File: config.mk
export PLATFORM = sky130hd
export DESIGN_NAME = product_accumulator
export DESIGN_NICKNAME = d
export VERILOG_FILES = /design/src/rtl/product_accumulator.sv
export SDC_FILE = /design/constraint.sdc
export NUM_CORES = 1
export LEC_CHECK = 0
export CAP_MARGIN = 10
export CORE_UTILIZATION = 45
export CTS_CLUSTER_DIAMETER = 30
export DETAILED_ROUTE_END_ITERATION = 16
export GPL_TIMING_DRIVEN = 0
export PLACE_DENSITY = 0.75
export SLEW_MARGIN = 40
export SYNTH_ARGS = -nofsm -noshare
export SYNTH_HDL_FRONTEND = slang
export SYNTH_SLANG_ARGS = --single-unit
File: constraint.sdc
create_clock -name clk -period 3.2 [get_ports clk]
set_input_delay 0.64 -clock clk [delete_from_list [all_inputs] [get_ports clk]]
set_output_delay 0.64 -clock clk [all_outputs]
set_load 0.01 [all_outputs]
File: src/rtl/product_accumulator.sv
// Saturating sum-of-products back end for the 16x16 multiplier.
// Products stream in over a valid/ready port and the final sum is returned over a second valid/ready port.
module product_accumulator #(
    parameter int PROD_W = 32,
    parameter int ACC_W  = 40,
    parameter int CNT_W  = 8
) (
    input  logic              clk,
    input  logic              rst_n,
    input  logic              start,
    input  logic [CNT_W-1:0]  len,
    input  logic              in_valid,
    output logic              in_ready,
    input  logic [PROD_W-1:0] in_product,
    output logic              out_valid,
    input  logic              out_ready,
    output logic [ACC_W-1:0]  out_sum,
    output logic              out_ovf,
    output logic              busy
);

    typedef enum logic [1:0] {
        IDLE  = 2'd0,
        ACCUM = 2'd1,
        DONE  = 2'd2
    } state_t;

    state_t             state;
    logic [ACC_W-1:0]   acc;
    logic               ovf;
    logic [CNT_W-1:0]   remaining;
    logic [ACC_W:0]     sum_wide;
    logic               beat;

    // The extra top bit of the sum is the carry out of the accumulator width.
    function automatic logic [ACC_W:0] wide_add(input logic [ACC_W-1:0] a,
                                                input logic [PROD_W-1:0] p);
        return {1'b0, a} + {{(ACC_W + 1 - PROD_W){1'b0}}, p};
    endfunction

    function automatic logic [ACC_W-1:0] saturate(input logic [ACC_W:0] s);
        return s[ACC_W] ? {ACC_W{1'b1}} : s[ACC_W-1:0];
    endfunction

    assign sum_wide  = wide_add(acc, in_product);
    assign in_ready  = (state == ACCUM);
    assign out_valid = (state == DONE);
    assign busy      = (state != IDLE);
    assign beat      = in_valid & in_ready;
    assign out_sum   = acc;
    assign out_ovf   = ovf;

    always_ff @(posedge clk) begin
        if (!rst_n) begin
            state     <= IDLE;
            acc       <= '0;
            ovf       <= 1'b0;
            remaining <= '0;
        end else begin
            case (state)
                IDLE: begin
                    if (start) begin
                        acc       <= '0;
                        ovf       <= 1'b0;
                        remaining <= len;
                        state     <= (len == '0) ? DONE : ACCUM;
                    end
                end
                ACCUM: begin
                    if (beat) begin
                        // Once saturated, any further non-zero product carries out again, so acc stays all-ones.
                        acc       <= saturate(sum_wide);
                        ovf       <= ovf | sum_wide[ACC_W];
                        remaining <= remaining - 1'b1;
                        if (remaining == CNT_W'(1)) begin
                            state <= DONE;
                        end
                    end
                end
                DONE: begin
                    if (out_ready) begin
                        state <= IDLE;
                    end
                end
                default: state <= IDLE;
            endcase
        end
    end

endmodule

# Yosys cells after proc, flatten, opt, wreduce, memory -nomap -nowiden
# Index checks and enable logic that the tools add are counted.
# totals
register_bits	51
in_bits	45
out_inout_bits	44
word_cells	37
# op_classes
addsub	2
n_eq_ne	7
mux	16
n_bitwise	2
reduce_logical	6
# op_table
op	count
$mux W40	3
$pmux W40 S2	1
$add A40 B32 Y41	1
$mux W8	2
$pmux W8 S2	1
$mux W2	5
$eq A8 B1 Y1 const B	1
$logic_not A8 Y1	1
$sub A8 B1 Y8 const B	1
$ne A2 B1 Y1 const B	3
$pmux W2 S3	1
$reduce_and A4 Y1	1
$reduce_bool A2 Y1	2
$reduce_and A3 Y1	1
$eq A2 B1 Y1 const B	1
$eq A2 B2 Y1 const B	1
$logic_not A2 Y1	1
$mux W1	2
$ne A2 B2 Y1 const B	1
$pmux W1 S2	1
$and A1 B1 Y1	1
$or A1 B1 Y1	1

# Logic depth before layout (Yosys ltp)
# depth
depth_word	4
mapped_depth	12
ltp_nobuf	11

# Least setup slack after synthesis
# Ideal clock, no wire load.
# synth_path
path_kind	input port to flip-flop
startpoint	input port in_product[0]
endpoint	register acc[28] (netlist: out_sum[28])
t_arrival_ns	3.042
slack_ns	0.036
path_stages	11
cell_sequence	ha_1 fa_1 a21o_1 a221oi_2 nand4b_4 a21boi_4 a21o_4 a31oi_4 o31ai_4 buf_6 o311a_1
# synth_between
elab_chain_len	4
# synth_lines
item	line_no	rtl
start: declaration	14	input logic [PROD_W-1:0] in_product,
$add A40 B32 Y41	38	return {1'b0, a} + {{(ACC_W + 1 - PROD_W){1'b0}}, p};
$mux W40	42	return s[ACC_W] ? {ACC_W{1'b1}} : s[ACC_W-1:0];
$mux W40	70	if (beat) begin
$pmux W40 S2	60	case (state)
end signal: assignment	72	acc <= saturate(sum_wide);
end: declaration	29	logic [ACC_W-1:0] acc;
# No other way between the ends. The select of a mux whose other input is x is not followed.
# A chain may end at the register's enable or synchronous reset.

# Worst setup path in the final report
# layout_path
startpoint	input port in_product[0]
endpoint	register acc[13] (netlist: out_sum[13])
# Same word-level chain as after synthesis.

==> flow_summary.json <==
{
  "status": "finished, final reports clean",
  "syn_area_um2": 4080,
  "clkTransAtPathRegs_ns": 0.10,
  "worst_pin_slew_ns": 0.798,
  "critPathArrivalTime_ns": 3.35,
  "cts_buffers": 5,
  "report.power.total_w": 0.00199,
  "syn-num-nets": 610,
  "clock_path_buffers": 2,
  "yosysSeqAreaShare": 0.250,
  "die_h_um": 97.2,
  "row_count": 34,
  "hpwl_um": 9100,
  "critPathLaunchType": "primary input",
  "slew_headroom": 0.466,
  "drive_above_1_share": 0.0705,
  "grt_antenna_before_repair": 0,
  "grt_pass1_wl_um": 20200,
  "cp-startpoint": "in_product[0]",
  "synth-async-reset-ratio": 0,
  "top_layer_used": "met4",
  "n_antenna_cell": 0,
  "required_ns": 3.40,
  "port-buffer-count": 87,
  "setup_violations": 0,
  "final_core_util": 0.619,
  "start_util": 0.465,
  "clk_latency_ns": 0.32,
  "fin_area_um2": 5430,
  "grt_start_max_net_pins": 16,
  "finalHoldViolCount": 0,
  "hold_depth": 2,
  "vias": 4425,
  "fin_ws_ns": 0.0512,
  "drv_slew": 0,
  "cts_root_buf": "clkbuf_8",
  "rrSetupSlack_ns": 0.26,
  "synth_warnings": 0,
  "maxCapViolCount": 0,
  "wl_met2_um": 5940,
  "gp_congestion": 0.919,
  "ys_types": 66,
  "ys.flop_type": "dfxtp_1",
  "synth-seq-cells": 51,
  "die_w_um": 97.2,
  "skew_ns": 0.00877,
  "grt_usage": 0.258,
  "period_needed_ns": 3.15,
  "wire_per_inst_um": 16.6,
  "finalCritPeriodShare": 0.984,
  "coreArea_um2": 8760,
  "worstPathMaxFanout": 5,
  "drtAntennaViolNets": 0,
  "rr_startpoint": "out_sum[0]",
  "overflow": 0,
  "cp-end-kind": "register",
  "synth_edf_count": 0,
  "cts_hold_buf": 0,
  "vias_per_cell": 5.93,
  "area_growth_pct": 33.0,
  "hold_start": "out_sum[30]",
  "cts_tree": "done",
  "htreeDepth": 2,
  "drt-initial-drc-count": 193,
  "leakage_nw": 2.33,
  "cts_sinks": 51,
  "p_per_area_nw_per_um2": 366,
  "final_nets": 718,
  "fillers": 824,
  "rr_worst_depth": 11,
  "vdd_ir_drop_max_mv": 0.207,
  "io-pin-count": 89,
  "fmax_ghz": 0.318,
  "met1_length_um": 5540,
  "post_dp_cell_area_um2": 5080,
  "first_pass_iters": 5,
  "hold_class": "register to register",
  "wl_um": 12400,
  "syn_inst": 530,
  "path_class": "primary input to register",
  "grt_pass1_vias": 4189,
  "die_area_um2": 9450,
  "place_ws_ns": -0.687,
  "route.met3.wl_um": 749,
  "drc": 0,
  "avgSynthCellArea_um2": 7.70
}
-- repair_timing --
item                       CTS  global route
gates resized for setup      9            17
pin swaps                    9            17
buffers inserted             7             5
setup endpoints to repair   41            30
cloned                       2             0
hold endpoints to repair     0             0
-- through the flow --
| step | cells | TNS (ns) | hold WS, ns |
|---|---|---|---|
| floorplan | 530 | 0 | 0.450 |
| global placement | 725 | -22.79 | 0.463 |
| detailed placement | 725 | -24.64 | 0.461 |
| CTS | 741 | 0 | 0.475 |
| global route | 746 | -0.109 | 0.514 |
| finish | 746 | 0 | 0.475 |
-- critical path, cell delays in order --
cell,delay (ns)
dlygate4sd2_1,0.23
ha_2,0.19
fa_2,0.34
a21o_1,0.22
a221oi_4,0.27
nand4b_4,0.21
a21boi_4,0.08
a21o_4,0.25
a31oi_4,0.26
o31ai_4,0.15
buf_6,0.17
o311a_1,0.31
-- logic make-up after synthesis --
group                      after synthesis  synth area share
muxes                                    1           0.00245
buffers and inverters                   37            0.0396
adders and majority gates               35             0.109
and+or+nand+nor                        207             0.237
AOI/OAI and AO/OA                      171             0.301
xor gates and xnor gates                28            0.0601
DFF                                     51             0.250
-- cell usage in the layout (no fill, tap or decap), types with 3 or more instances in the layout --
cell type | netlist | final
inv_1 | 13 | 13
ha_1 | 34 | 28
a211oi_1 | 5 | 4
buf_6 | 3 | 5
buf_4 | 0 | 12
nand3_1 | 14 | 14
nor3_1 | 10 | 9
o21ai_1 | 17 | 17
clkdlybuf4s50_1 | 0 | 82
a31oi_1 | 12 | 12
a21oi_1 | 44 | 43
nand2_1 | 97 | 97
o21ai_0 | 15 | 15
a21o_1 | 11 | 11
o211ai_1 | 5 | 5
xnor2_1 | 13 | 13
nor2_1 | 37 | 36
o311a_1 | 17 | 17
xor2_1 | 15 | 15
a21boi_0 | 3 | 3
clkbuf_8 | 0 | 5
and3_1 | 9 | 9
dfxtp_1 | 51 | 51
ha_4 | 0 | 5
o21a_1 | 6 | 6
clkbuf_1 | 19 | 19
dlymetal6s2s_1 | 0 | 4
a31o_1 | 3 | 3
nor2b_1 | 10 | 10
and2_1 | 7 | 7
nand2b_1 | 4 | 4
a32oi_1 | 3 | 3
-- layout make-up --
| class | count | area (um^2) | share of cell area |
|---|---|---|---|
| Multi-Input combinational cell | 442 | 3010 | 0.555 |
| Sequential cell | 51 | 1020 | 0.188 |
| Timing Repair Buffer | 101 | 992 | 0.183 |
| Tap cell | 108 | 135 | 0.0249 |
| Buffer | 24 | 113 | 0.0208 |
| Clock buffer | 5 | 68.8 | 0.0127 |
| Inverter | 13 | 48.8 | 0.00899 |
| Clock inverter | 2 | 37.5 | 0.00692 |
-- path summary, 6_finish.rpt --
kind	endpoint
max	out_sum[13]
min	out_sum[30]
max reg2reg	out_sum[13]
min reg2reg	out_sum[30]
-- synth_stat cells (all sizes together), types with 3 or more instances --
cell type	instances	area [um^2]
and3	9	56.3
a21boi	5	48.8
a32oi	3	26.3
a31oi	13	96.3
nand2	97	364
and2	7	43.8
xor2	15	131
nand2b	4	25.0
a21o	12	97.6
a221oi	3	32.5
clkbuf	19	71.3
dfxtp	51	1020
o21ai	33	169
xnor2	13	114
nor3	10	50.1
a31o	3	26.3
a21oi	44	220
o311a	17	170
nor2	37	139
o221a	3	33.8
a211oi	5	37.5
nor2b	10	62.6
o21a	6	45.0
ha	34	425
inv	13	48.8
buf	5	41.3
nand3	14	70.1
or2	3	18.8
o211ai	5	37.5
-- per-layer routing --
layer,vias up,GRT usage
met5,-,0
met4,0,0.0620
met3,17,0.0324
met2,155,0.452
met1,2086,0.335
li1,2167,-
-- report_power, final --
part	total [W]	internal, W	switching (W)
Clock	0.000469	0.000229	0.000239
Sequential	0.000733	0.000683	0.0000498
Combinational	0.000787	0.000358	0.000429
Total	0.00199	0.00127	0.000718
-- state kept, by name (all words and copies together) (netlist names) --
| signal | count |
|---|---|
| out_ovf | 1 |
| out_sum | 40 |
| remaining | 8 |
| state | 2 |
(Power assumes the default switching activity.)
